==> src/rtl/alu_cmd_ctrl.sv <==
// Command sequencer around an external 16-bit combinational ALU: one command at a time,
// 4x16 register file, sticky flags, and a 16-step shift-add multiply through the ALU adder.
module alu_cmd_ctrl #(
    parameter logic MUL_EN = 1'b1
) (
    input  logic        clk,
    input  logic        rst,
    input  logic        cmd_valid,
    output logic        cmd_ready,
    input  logic [2:0]  cmd_op,
    input  logic [1:0]  cmd_dst,
    input  logic [1:0]  cmd_sa,
    input  logic [1:0]  cmd_sb,
    input  logic [15:0] cmd_imm,
    output logic        rsp_valid,
    input  logic        rsp_ready,
    output logic [15:0] rsp_data,
    output logic [2:0]  rsp_flags,
    output logic        rsp_err,
    output logic [15:0] alu_opA,
    output logic [15:0] alu_opB,
    output logic [1:0]  alu_sel,
    input  logic [15:0] alu_res,
    input  logic        alu_c,
    input  logic        alu_z,
    input  logic        alu_o,
    output logic [2:0]  flags_q
);

    localparam int DATA_W = 16;
    localparam logic [2:0] OP_LDI = 3'b100;
    localparam logic [2:0] OP_MUL = 3'b101;

    typedef enum logic [1:0] {S_IDLE, S_EXEC, S_MUL, S_RESP} state_t;

    state_t state_q, state_d;

    logic [DATA_W-1:0] regs_q [4];
    logic [DATA_W-1:0] regs_d [4];
    logic [2:0]        flags_d;
    logic [DATA_W-1:0] rsp_data_q, rsp_data_d;
    logic [2:0]        rsp_flags_q, rsp_flags_d;
    logic              rsp_err_q, rsp_err_d;

    logic [2:0]        op_q, op_d;
    logic [1:0]        dst_q, dst_d;
    logic [DATA_W-1:0] opa_q, opa_d, opb_q, opb_d;
    logic [DATA_W-1:0] acc_q, acc_d, mcand_q, mcand_d, mplier_q, mplier_d;
    logic [3:0]        iter_q, iter_d;
    logic              cacc_q, cacc_d;

    logic              mul_legal;
    logic [2:0]        res_flags;

    assign mul_legal = MUL_EN && (cmd_op == OP_MUL);

    always_ff @(posedge clk or posedge rst) begin
        if (rst) begin
            state_q <= S_IDLE;
        end else begin
            state_q <= state_d;
        end
    end

    always_comb begin
        state_d = state_q;
        case (state_q)
            S_IDLE: begin
                if (cmd_valid) begin
                    if (!cmd_op[2])     state_d = S_EXEC;
                    else if (mul_legal) state_d = S_MUL;
                    else                state_d = S_RESP;
                end
            end
            S_EXEC:  state_d = S_RESP;
            S_MUL:   if (iter_q == 4'd15) state_d = S_RESP;
            S_RESP:  if (rsp_ready) state_d = S_IDLE;
            default: state_d = S_IDLE;
        endcase
    end

    always_comb begin
        cmd_ready = (state_q == S_IDLE);
        rsp_valid = (state_q == S_RESP);
        rsp_data  = rsp_data_q;
        rsp_flags = rsp_flags_q;
        rsp_err   = rsp_err_q;
        alu_opA   = '0;
        alu_opB   = '0;
        alu_sel   = 2'b00;
        if (state_q == S_EXEC) begin
            alu_opA = opa_q;
            alu_opB = opb_q;
            alu_sel = op_q[1:0];
        end else if (state_q == S_MUL) begin
            alu_opA = acc_q;
            alu_opB = mplier_q[0] ? mcand_q : '0;
        end
    end

    always_comb begin
        regs_d      = regs_q;
        flags_d     = flags_q;
        rsp_data_d  = rsp_data_q;
        rsp_flags_d = rsp_flags_q;
        rsp_err_d   = rsp_err_q;
        op_d        = op_q;
        dst_d       = dst_q;
        opa_d       = opa_q;
        opb_d       = opb_q;
        acc_d       = acc_q;
        mcand_d     = mcand_q;
        mplier_d    = mplier_q;
        iter_d      = iter_q;
        cacc_d      = cacc_q;
        res_flags   = 3'b000;
        case (state_q)
            S_IDLE: begin
                if (cmd_valid) begin
                    op_d     = cmd_op;
                    dst_d    = cmd_dst;
                    opa_d    = regs_q[cmd_sa];
                    opb_d    = regs_q[cmd_sb];
                    acc_d    = '0;
                    mcand_d  = regs_q[cmd_sa];
                    mplier_d = regs_q[cmd_sb];
                    iter_d   = '0;
                    cacc_d   = 1'b0;
                    if (cmd_op == OP_LDI) begin
                        regs_d[cmd_dst] = cmd_imm;
                        rsp_data_d      = cmd_imm;
                        rsp_flags_d     = flags_q;
                        rsp_err_d       = 1'b0;
                    end else if (cmd_op[2] && !mul_legal) begin
                        rsp_data_d  = '0;
                        rsp_flags_d = flags_q;
                        rsp_err_d   = 1'b1;
                    end
                end
            end
            S_EXEC: begin
                // Logic ops (op[1]=1) never report carry or overflow.
                res_flags     = {~op_q[1] & alu_c, alu_z, ~op_q[1] & alu_o};
                regs_d[dst_q] = alu_res;
                flags_d       = res_flags;
                rsp_data_d    = alu_res;
                rsp_flags_d   = res_flags;
                rsp_err_d     = 1'b0;
            end
            S_MUL: begin
                acc_d    = alu_res;
                mcand_d  = mcand_q << 1;
                mplier_d = mplier_q >> 1;
                cacc_d   = cacc_q | alu_c;
                iter_d   = iter_q + 4'd1;
                // The last step's sum is the product; commit it on the same edge.
                if (iter_q == 4'd15) begin
                    res_flags     = {cacc_q | alu_c, alu_res == 16'd0, 1'b0};
                    regs_d[dst_q] = alu_res;
                    flags_d       = res_flags;
                    rsp_data_d    = alu_res;
                    rsp_flags_d   = res_flags;
                    rsp_err_d     = 1'b0;
                end
            end
            default: ;
        endcase
    end

    always_ff @(posedge clk or posedge rst) begin
        if (rst) begin
            for (int i = 0; i < 4; i++) regs_q[i] <= '0;
            flags_q     <= '0;
            rsp_data_q  <= '0;
            rsp_flags_q <= '0;
            rsp_err_q   <= 1'b0;
        end else begin
            regs_q      <= regs_d;
            flags_q     <= flags_d;
            rsp_data_q  <= rsp_data_d;
            rsp_flags_q <= rsp_flags_d;
            rsp_err_q   <= rsp_err_d;
        end
    end

    // Working operands are always loaded at accept before use, so they carry no reset.
    always_ff @(posedge clk) begin
        op_q     <= op_d;
        dst_q    <= dst_d;
        opa_q    <= opa_d;
        opb_q    <= opb_d;
        acc_q    <= acc_d;
        mcand_q  <= mcand_d;
        mplier_q <= mplier_d;
        iter_q   <= iter_d;
        cacc_q   <= cacc_d;
    end

endmodule
==> config.mk <==
export PLATFORM = sky130hd
export DESIGN_NAME = alu_cmd_ctrl
export DESIGN_NICKNAME = d
export VERILOG_FILES = /design/src/rtl/alu_cmd_ctrl.sv
export SDC_FILE = /design/constraint.sdc
export NUM_CORES = 1
export LEC_CHECK = 0
export BUFFER_PORTS_ARGS = -buffer_cell sky130_fd_sc_hd__buf_4
export CELL_PAD_IN_SITES_DETAIL_PLACEMENT = 0
export CELL_PAD_IN_SITES_GLOBAL_PLACEMENT = 1
export CORE_MARGIN = 8
export CORE_UTILIZATION = 43
export DETAILED_ROUTE_END_ITERATION = 8
export GPL_TIMING_DRIVEN = 0
export PLACE_DENSITY = 0.77
export SYNTH_ARGS = -nofsm -noshare
export SYNTH_HDL_FRONTEND = slang
export SYNTH_SLANG_ARGS = --single-unit
==> constraint.sdc <==
create_clock -name clk -period 5.75 [get_ports clk]
set_clock_uncertainty 0.05 [all_clocks]
set_input_delay 1.15 -clock clk [delete_from_list [all_inputs] [get_ports clk]]
set_output_delay 1.15 -clock clk [all_outputs]
set_load 0.1 [all_outputs]
* After elaboration in Yosys (flattened, before gate mapping) *
Index checks and enable logic that the tools add are counted.

storage, ports and cells
  output and inout bits = 59
  word-level logic and storage cells = 113
  bits of input ports = 48
  register bits = 178

operators by class
  magnitude comparators = 6
  multiplexer cells = 54
  equality and inequality tests = 11
  reductions and logical operators = 15
  add/sub/neg operators = 1
  bitwise gates (word level) = 8

operator list
  kind                 count
  $mux 16              18
  $mux 64              3
  $pmux 64 s3          1
  $bwmux 64            2
  $pmux 16 s2          3
  $bmux 16 s2          2
  $demux 16 s2         2
  $pmux 16 s3          1
  $logic_not 16->1     1
  $ge 3x3->1 const B   4
  $mux 3               4
  $not 2->3            4
  $mux 2               5
  $pmux 3 s3           1
  $pmux 2 s4           1
  $pmux 4 s2           1
  $reduce_and 4->1     2
  $eq 3x3->1 const B   2
  $lt 3x1->1 const B   2
  $mux 1               6
  $ne 2x1->1 const B   3
  $pmux 3 s2           1
  $reduce_and 2->1     3
  $add 4x1->4 const B  1
  other kinds (17)     22

* Depth between registers and ports, before layout *
Gate-level depths: netlist of the first run.

  depth after elaboration = 9
  gate-level depth with buffers = 9
  gate-level depth less buffers = 6

* Worst setup path after synthesis of the first run *
OpenSTA, ideal clock, no wires.

  kind = register to output
  start = reg state_q[1]
  end = out alu_opB[10]
  buffers on the path = 4
  arrival time = 2563 ps
  cell stages (with the launch flop) = 10
  path slack = 1987 ps
  required time = 4550 ps
  path through = dfrtp_1 inv_1 ha_1 clkbuf_1 nor2b_1 clkbuf_1 and2_1 clkbuf_1 clkbuf_1 a22o_1

on the way
  word-level cells in the longest chain between the ends = 3
  elaborated cells between the ends (all ways) = 4
  those cells by class = eq/ne (2); mux (2)

RTL lines
  element                   line  text
  start: declaration        36    state_t state_q, state_d;
  start signal: assignment  61    state_q <= state_d;
  $eq 2x2->1                95    end else if (state_q == S_MUL) begin
  $mux 16                   95
  $mux 16 *                 91    if (state_q == S_EXEC) begin
  end: declaration          21    output logic [15:0] alu_opB,

Mark *: on every way between the ends. The rest lies on a longest branch, timed or not.

* Final worst setup path of the first run *
  start = reg state_q[1]
  end = out alu_opB[7]

Same word-level chain as after synthesis.

==> impl_metrics.csv, run 1 <==
group,metric,value,unit
final_layout,final_cell_mix,"nand2_1, buf_4, mux2_2, edfxtp_1, dfrtp_1",
routing,vias,6081,
setup_path,crit_path_end_kind,"primary output",
routing,wl,24600,µm
status,status,"finished clean",
yosys,synth_area,0.00890,mm²
clock_tree,cts_tree,"built",
yosys,ys_types,47,
clock_tree,cts_setup_buffers,0,
clock_tree,cts_hold_buf,0,
placement,port_buffers,102,
setup_path,required,4550,ps
final_layout,stdcell_count,1087,
placement,pre_cts_slack,1450,ps
routing,dr_wl_met3,1460,µm
routing,first_iter_violations,556,
routing,first_pass_iters,5,
final_layout,area_growth,19.3,%
yosys,syn_area_per_cell,13.0,µm²
routing,dr.max_layer_used,"met4",
final_layout,final_common_cell,"nand2_1",
yosys,synth_top_area_share,30.0,%
timing,fin_ws,1050,ps
routing,via_per_inst,5.59,
placement,dp.cells,1055,
global_routing,grt_antenna_before_repair,0,
clock_tree,cts_buffer_depth,2,
clock_tree,cts_sinks,178,
timing,hold_viol_final,0,
die,io_pins,107,
die,core,0.0203,mm²
clock_tree,ctsResizeCount,0,
die,rows,52,
yosys,ys_seq_elements,178,
global_routing,grt_max_degree,54,
die,floorplan.die_area,0.0256,mm²
yosys,synth.top_cells.by_area,"edfxtp_1, dfrtp_1, mux2_2",
timing,worst_pin_slew,1320,ps
yosys,synth_seq_area_share,55.1,%
setup_path,path_cells,"inv_1 > ha_1 > clkbuf_1 > nor2b_1 > clkbuf_1 > and2_1 > clkbuf_1 > clkbuf_1 > a22o_1 > buf_4",
setup_path,cp-start-kind,"flip-flop",
clock_tree,clock_latency,430,ps
timing,fmax,213,MHz
final_layout,nets,858,
timing,tns,0,ps
run,maxCapViolations,0,
routing,drc,0,
final_layout,drive_gt1_share,36.8,%
yosys,synth_edf_count,89,
timing,finalWorstPathRequiredPeriod,4700,ps
timing,slew_viol_final,0,
yosys,async_flop_share,50.0,%
setup_path,cp_common_cell,"clkbuf_1",
yosys,ys.flop_type,"edfxtp_1",
routing,wl_per_cell,22.6,µm
setup_path,critical_path_class,"reg -> out",
setup_path,slowest_stage,"dfrtp_1",
clock_tree,path_clk_slew,70,ps
placement,place.gp.congestion,0.865,
final_layout,num_antenna_cells,0,
routing,drt-met1-wl,10800,µm
die,die-width,160,µm
routing,wl_met2,11800,µm
clock_tree,htreeDepth,4,
clock_tree,ctsRootBufferMaster,"clkbuf_16",
setup_path,slowest_delay,430,ps
setup_path,worstPathMaxFanout,10,
setup_path,cpLargestDelayFamily,"buffers and inverters",
timing,hold_slack,461,ps
setup_path,cp.arrival,3500,ps
yosys,synth_top_area_cell,"edfxtp_1",
setup_path,cp_num_buf_inv,6,
timing,rsz0062_at_grt,"false",
min_path,hold_class,"reg -> reg",
timing,relSlewSlack,12.0,%
global_routing,first_global_vias,6421,
timing,fin_crit_sh,81.7,%
yosys,yosys_warnings,0,
die,initial_core_util,43.8,%
clock_tree,cts-buffers-inserted,17,
yosys,synth_nets,736,
global_routing,overflow,0,
timing,setup_viol,0,
yosys,synth_cells,682,
placement,dp_hpwl,18300,µm
die,dieHeight,160,µm
routing,antenna_left,0,
global_routing,grt_pass1_wl,37900,µm
global_routing,grtUsageTotal,19.3,%
[cells in the mapped netlist, drive strengths merged (2+ instances only)]
| cell | n |
|---|---|
| or3 | 2 |
| nor2 | 3 |
| nor4 | 2 |
| nor3b | 2 |
| inv | 11 |
| nor2b | 5 |
| mux4 | 32 |
| nand3 | 3 |
| ha | 6 |
| a21oi | 8 |
| o21ai | 70 |
| edfxtp | 89 |
| nor3 | 5 |
| nand2 | 118 |
| a31oi | 4 |
| a22o | 32 |
| and2 | 24 |
| buf | 13 |
| clkbuf | 31 |
| mux2 | 116 |
| dfrtp | 89 |
[state kept, by name (all words and copies together) (netlist names)]
signal and flops:
acc_q 16, cacc_q 1, dst_q 2, flags_q 3, iter_q 4, mcand_q 16
mplier_q 16, op_q 2, opa_q 16, opb_q 16, regs_q 64, rsp_data 16
rsp_err 1, rsp_flags 3, state_q 2
[routing by layer]
layer,vias to the layer above,track usage (%)
li1,2764,-
met1,3058,25.6
met2,230,30.7
met3,29,4.27
met4,0,6.88
met5,-,0
[cell families (layout without fill, tap and decap cells)]
kind of cell	after synthesis	count (layout)	synth area share, %
and+or+nand+nor	171	171	9.07
muxes	149	149	23.3
xor gates and xnor gates	2	2	0.197
buffers and inverters	55	190	3.06
DFF	178	178	55.1
AOI/OAI and AO/OA	121	121	8.46
adders and majority gates	6	6	0.844
[worst paths after layout]
| path | start | endpoint | slack (ps) | depth (start not counted) |
|---|---|---|---|---|
| max in group asynchronous | rst | state_q[0] | 4210 | 3 |
| min in group asynchronous | rst | rsp_data[3] | 770 | 2 |
| max reg2reg | state_q[0] | acc_q[1] | 2220 | 5 |
| max | state_q[1] | alu_opB[7] | 1050 | 10 |
| min | rsp_data[3] | rsp_data[3] | 460 | 1 |
| min reg2reg | rsp_data[3] | rsp_data[3] | 460 | 1 |
[metrics by stage]
stage               utilization (%)  cell area [µm²]
floorplan                         -             8900
global placement               49.3            10000
detailed placement             49.4            10000
CTS                            52.3            10600
global route                   52.3            10600
finish                         52.3            10600
[final cells by class]
cell class	count	area (µm²)
Buffer	44	231
Clock buffer	27	547
Clock inverter	5	40.0
Fill cell	1773	9690
Inverter	11	43.8
Multi-Input combinational cell	449	3730
Sequential cell	178	4900
Tap cell	270	338
Timing Repair Buffer	103	786
Power of run 1 is not shown: default switching activity piles up to over one toggle a cycle in this logic, so the estimate is an artifact.
==> run 2: changes to the inputs <==
--- a/config.mk
+++ b/config.mk
@@ -5,6 +5,7 @@
 export SDC_FILE = /design/constraint.sdc
 export NUM_CORES = 1
 export LEC_CHECK = 0
+export ABC_AREA = 1
 export BUFFER_PORTS_ARGS = -buffer_cell sky130_fd_sc_hd__buf_4
 export CELL_PAD_IN_SITES_DETAIL_PLACEMENT = 0
 export CELL_PAD_IN_SITES_GLOBAL_PLACEMENT = 1
@@ -12,7 +13,7 @@
 export CORE_UTILIZATION = 43
 export DETAILED_ROUTE_END_ITERATION = 8
 export GPL_TIMING_DRIVEN = 0
-export PLACE_DENSITY = 0.77
+export PLACE_DENSITY = 0.83
 export SYNTH_ARGS = -nofsm -noshare
 export SYNTH_HDL_FRONTEND = slang
 export SYNTH_SLANG_ARGS = --single-unit
==> constraint.sdc (replaced) <==
create_clock -name clk -period 4.8 [get_ports clk]
set_clock_uncertainty 0.05 [all_clocks]
set_input_delay 0.96 -clock clk [delete_from_list [all_inputs] [get_ports clk]]
set_output_delay 0.96 -clock clk [all_outputs]
set_load 0.1 [all_outputs]
==> run 2 against run 1 <==
Via count rose by 48%. Die area increased by 7.7%. Non-clock buffer count is 42 higher. Worst setup slack got worse by 99 ps.
==> impl_metrics.csv, run 2 <==
group,metric,value,unit
status,status,"finished clean",
clock_tree,cts_hold_buf,0,
yosys,synth_nets,1264,
setup_path,critical_path_class,"reg -> out",
setup_path,cp-start-kind,"flip-flop",
placement,pre_cts_slack,1420,ps
final_layout,regMostFlops,"regs_q",
clock_tree,cts-buffers-inserted,17,
yosys,ys_seq_elements,178,
setup_path,worstPathMaxFanout,10,
timing,hold_viol_final,0,
timing,fin_ws,950,ps
yosys,synth_compound_area_share,12.7,%
routing,vias,8974,
routing,wl_per_cell,20.1,µm
clock_tree,cts_setup_buffers,0,
yosys,muxShareOfSynthArea,0,%
routing,wl,32900,µm
global_routing,grt_max_degree,67,
clock_tree,path_clk_slew,80,ps
die,initial_core_util,43.2,%
timing,relSlewSlack,41.0,%
placement,dp_hpwl,25800,µm
yosys,synth_top_area_cell,"edfxtp_1",
final_layout,nFillCells,2178,
yosys,synth_cells,1210,
routing,drc,0,
placement,port_buffers,105,
yosys,synth_top_family_by_area,"simple AND/OR/NAND/NOR gates",
final_layout,final_common_cell,"nand2_1",
yosys,yosys_warnings,0,
final_layout,final_cell_mix,"nand2_1, o21ai_0, buf_4, nor2_1",
timing,setup_viol,0,
yosys,synth_area,0.00967,mm²
clock_tree,cts_buffer_depth,2,
yosys,synthAdderAreaFrac,0.777,%
clock_tree,clock_latency,440,ps
final_layout,area.sequential,0.00490,mm²
die,core,0.0224,mm²
yosys,ys.flop_type,"edfxtp_1",
timing,worst_pin_slew,884,ps
yosys,synth-simple-area-share,28.2,%
die,die-width,166,µm
routing,antenna_left,0,
clock_tree,cts_sinks,178,
timing,rsz0062_at_grt,"false",
final_layout,nets,1391,
die,rows,55,
yosys,synth_most_common_cell,"nand2_1",
setup_path,cp.arrival,2840,ps
yosys,synth.top_cells.by_area,"edfxtp_1, dfrtp_1, nand2_1",
min_path,hold_class,"reg -> reg",
final_layout,area_growth,18.9,%
power,ir_worst_vdd,0.000361,V
timing,slew_viol_final,0,
die,floorplan.die_area,0.0275,mm²
yosys,async_flop_share,50.0,%
clock_tree,htreeDepth,4,
clock_tree,ctsRootBufferMaster,"clkbuf_16",
routing,via_per_inst,5.49,
placement,place.gp.congestion,0.918,
yosys,synthXorXnorAreaFrac,0.0906,%
clock_tree,cts_tree,"built",
run,maxCapViolations,0,
setup_path,required,3790,ps
final_layout,largest_register_ff_count,64,
timing,fin_crit_sh,80.2,%
final_layout,num_antenna_cells,0,
final_layout,fin_util,51.4,%
yosys,synth_top_area_share,27.6,%
yosys,syn_area_per_cell,7.99,µm²
clock_tree,ctsResizeCount,0,
global_routing,grt_antenna_before_repair,0,
routing,first_pass_iters,6,
global_routing,first_global_vias,8751,
yosys,synth_seq_area_share,50.7,%
final_layout,drive_gt1_share,14.7,%
die,dieHeight,166,µm
power,power_density,812,mW/mm²
timing,fmax,260,MHz
global_routing,grtUsageTotal,23.9,%
yosys,synth_edf_count,89,
global_routing,grt_pass1_wl,51100,µm
yosys,synthTopCellsByCount,"nand2_1, o21ai_0, nor2_1",
timing,finalWorstPathRequiredPeriod,3850,ps
final_layout,multi_input_area,0.00405,mm²
routing,first_iter_violations,997,
die,io_pins,107,
global_routing,overflow,0,
setup_path,crit_path_end_kind,"primary output",
power,power.leakage,5.43,nW
yosys,ys_types,31,
## run 2: cells by family (layout without fill, tap and decap cells)
group / Yosys count / after routing
AOI/OAI and AO/OA: 221 / 221
xor gates and xnor gates: 1 / 1
adders and majority gates: 6 / 6
buffers and inverters: 163 / 303
DFF: 178 / 178
and+or+nand+nor: 641 / 641
## run 2: final timing paths
path                             start     endpoint  slack, ps  cells past startpoint
max reg2reg                 state_q[0]     acc_q[2]       2150                      8
min in group asynchronous          rst    regs_q[3]        440                      2
min reg2reg                rsp_data[9]  rsp_data[9]        430                      2
max                         state_q[0]  alu_opA[11]        950                      8
max in group asynchronous          rst    regs_q[9]       3610                      3
min                        rsp_data[9]  rsp_data[9]        430                      2
## run 2: power by group
group / switching, W / internal (W) / total (W)
registers: 0.000324 / 0.00231 / 0.00264
clock network: 0.000666 / 0.000741 / 0.00141
logic: 0.00407 / 0.00122 / 0.00529
## run 2: area by class of cell
| cell class | instances | share of cell area, % |
|---|---|---|
| Timing Repair Buffer | 108 | 7.51 |
| Buffer | 81 | 3.62 |
| Inverter | 82 | 2.72 |
| Clock buffer | 17 | 3.70 |
| Clock inverter | 15 | 1.49 |
| Sequential cell | 178 | 42.6 |
| Multi-Input combinational cell | 869 | 35.2 |
| Tap cell | 285 | 3.10 |
## run 2: stage by stage
stage                     area (µm²)  TNS (ps)  hold slack, ps  std cells  power, W
after global routing           11500         0             457       1635   0.00985
after global placement         10800    -38080             417       1600   0.00785
final                          11500         0             433       1635   0.00934
after floorplan                 9670         0             399       1210   0.00646
after CTS                      11500         0             437       1635   0.00934
after detailed placement       10900         0             417       1603   0.00793
## run 2: per-layer routing
| metal | wire, µm | vias to the layer above | global-route usage [%] |
|---|---|---|---|
| met5 | 0 | - | 0 |
| met4 | 1110 | 0 | 10.1 |
| met3 | 2730 | 73 | 4.99 |
| met2 | 14900 | 407 | 37.8 |
| met1 | 14100 | 4172 | 31.3 |
| li1 | - | 4322 | - |
## run 2: worst max-delay path, cell delays in order, from the launching register on
cell and delay, ps:
dfrtp_1 420, inv_1 120, ha_1 160, clkbuf_1 310, buf_2 350, buf_1 490, nand3_1 150, nand2_1 110
buf_4 290
Note: power is estimated with default switching activity, not from simulation.
==> run 3: changes to the inputs <==
--- a/config.mk
+++ b/config.mk
@@ -5,7 +5,7 @@
 export SDC_FILE = /design/constraint.sdc
 export NUM_CORES = 1
 export LEC_CHECK = 0
-export ABC_AREA = 1
+export ABC_AREA = 0
 export BUFFER_PORTS_ARGS = -buffer_cell sky130_fd_sc_hd__buf_4
 export CELL_PAD_IN_SITES_DETAIL_PLACEMENT = 0
 export CELL_PAD_IN_SITES_GLOBAL_PLACEMENT = 1
@@ -13,7 +13,7 @@
 export CORE_UTILIZATION = 43
 export DETAILED_ROUTE_END_ITERATION = 8
 export GPL_TIMING_DRIVEN = 0
-export PLACE_DENSITY = 0.83
+export PLACE_DENSITY = 0.8
 export SYNTH_ARGS = -nofsm -noshare
 export SYNTH_HDL_FRONTEND = slang
 export SYNTH_SLANG_ARGS = --single-unit
==> constraint.sdc (replaced) <==
create_clock -name clk -period 3.4 [get_ports clk]
set_clock_uncertainty 0.05 [all_clocks]
set_input_delay 0.68 -clock clk [delete_from_list [all_inputs] [get_ports clk]]
set_output_delay 0.68 -clock clk [all_outputs]
set_load 0.1 [all_outputs]
==> run 3 against run 2 <==
Die area down 7.2%. Clock-buffer cell count increased by 7. Cell area is 7.0% lower.
==> impl_metrics.csv, run 3 (same netlist as run 1, synthesis figures left out) <==
group,metric,value,unit
setup_path,slowest_delay,590,ps
routing,vias,6187,
global_routing,grt_pass1_wl,38800,µm
timing,tns,0,ps
final_layout,num_antenna_cells,0,
timing,rsz0062_at_grt,"false",
setup_path,reg2reg_to,"regs_q[56]",
status,status,"finished clean",
setup_path,crit_path_end_kind,"flip-flop",
timing,worst_pin_slew,908,ps
timing,relSlewSlack,39.5,%
clock_tree,cts-buffers-inserted,17,
timing,fin_crit_sh,97.0,%
routing,drc,0,
routing,wl,24500,µm
clock_tree,cts_setup_buffers,0,
die,dieHeight,160,µm
timing,finalWorstPathRequiredPeriod,3300,ps
setup_path,worstPathMaxFanout,10,
setup_path,critical_path_class,"reg -> reg",
clock_tree,ctsRootBufferMaster,"clkbuf_16",
setup_path,cp-start-kind,"flip-flop",
run,maxCapViolations,0,
placement,dp_hpwl,18400,µm
min_path,hold_class,"in -> async",
final_layout,nets,855,
placement,pre_cts_slack,-390,ps
routing,first_pass_iters,5,
setup_path,cp.arrival,3560,ps
setup_path,r2r.worst_path.cells,8,
die,die-width,160,µm
clock_tree,cts_buffer_depth,2,
final_layout,largest_register_ff_count,64,
setup_path,required,3670,ps
routing,first_iter_violations,579,
clock_tree,clock_latency,440,ps
setup_path,cp_common_cell,"nor3_2",
global_routing,grt_antenna_before_repair,0,
die,rows,52,
timing,slew_viol_final,0,
die,io_pins,107,
clock_tree,htreeDepth,4,
setup_path,path_cells,"inv_1 > ha_1 > clkbuf_8 > nor3_2 > a31oi_1 > nor3_2 > buf_4 > mux2_2",
clock_tree,ctsResizeCount,16,
routing,wl_per_cell,22.6,µm
setup_path,r2r_setup_slack,100,ps
die,floorplan.die_area,0.0256,mm²
final_layout,drive_gt1_share,38.0,%
global_routing,overflow,0,
final_layout,final_common_cell,"nand2_1",
clock_tree,cts_tree,"built",
global_routing,grt_max_degree,54,
global_routing,first_global_vias,6597,
timing,fin_ws,103,ps
final_layout,stdcell_area,0.0107,mm²
setup_path,slowest_stage,"nor3_2",
placement,place_area,0.0100,mm²
global_routing,grtUsageTotal,19.6,%
timing,hold_viol_final,0,
clock_tree,cts_sinks,178,
placement,port_buffers,102,
final_layout,area_growth,20.2,%
die,initial_core_util,43.8,%
clock_tree,cts_hold_buf,0,
timing,fmax,303,MHz
final_layout,final_cell_mix,"nand2_1, mux2_2, buf_4, edfxtp_1, dfrtp_1",
clock_tree,path_clk_slew,70,ps
routing,antenna_left,0,
setup_path,rr_startpoint,"state_q[0]",
routing,via_per_inst,5.71,
placement,place.gp.congestion,0.880,
die,core,0.0203,mm²
final_layout,regMostFlops,"regs_q",
timing,setup_viol,0,
## run 3: cell count changes in the layout (fill, tap and decap cells not counted), sizes merged, moves of 37 or more
cell | previous run | this run
nand2 | 419 | 118
mux2 | 0 | 116
nor2 | 101 | 3
o21ai | 165 | 70
nand4 | 77 | 0
inv | 86 | 12
nand3 | 42 | 3
buf | 153 | 116
## run 3: cell type report
cell class | count | area [µm²]
Tap cell | 270 | 338
Fill cell | 1736 | 9600
Clock inverter | 8 | 125
Inverter | 11 | 43.8
Sequential cell | 178 | 4900
Buffer | 41 | 225
Clock buffer | 24 | 495
Timing Repair Buffer | 103 | 831
Multi-Input combinational cell | 449 | 3740
## run 3: per-layer routing
layer	share of wire, %	vias up	track usage [%]
met5	0	-	0
met4	2.3	0	7.69
met2	48	235	30.9
met3	5.8	43	4.32
met1	44	3147	26.0
li1	-	2762	-
## run 3: per-stage QoR
| stage | cells | hold slack [ps] | util [%] |
|---|---|---|---|
| final | 1084 | 252 | 52.7 |
| after global routing | 1084 | 284 | 52.7 |
| after CTS | 1085 | 265 | 52.7 |
| after detailed placement | 1055 | 446 | 49.4 |
| after global placement | 1054 | 444 | 49.3 |
| after floorplan | 682 | 441 | - |
## run 3: how the worst max path moves through the flow
stage	start	to	depth (start not counted)
after floorplan	state_q[1]	alu_opB[10]	9
after global placement	rst	state_q[1]	2
after detailed placement	state_q[1]	alu_opB[5]	10
after CTS	state_q[0]	alu_opB[11]	8
after global routing	state_q[0]	regs_q[56]	8
final	state_q[0]	regs_q[56]	8
## run 3: worst max-delay path: cells and delay by family (launching register included)
family,cells,cell delay [ps]
buffers and inverters,3,650
AOI/OAI and AO/OA,1,130
and+or+nand+nor,2,1160
muxes,1,360
adders and majority gates,1,410
DFF,1,410
Power of run 3 is left out for the same reason.
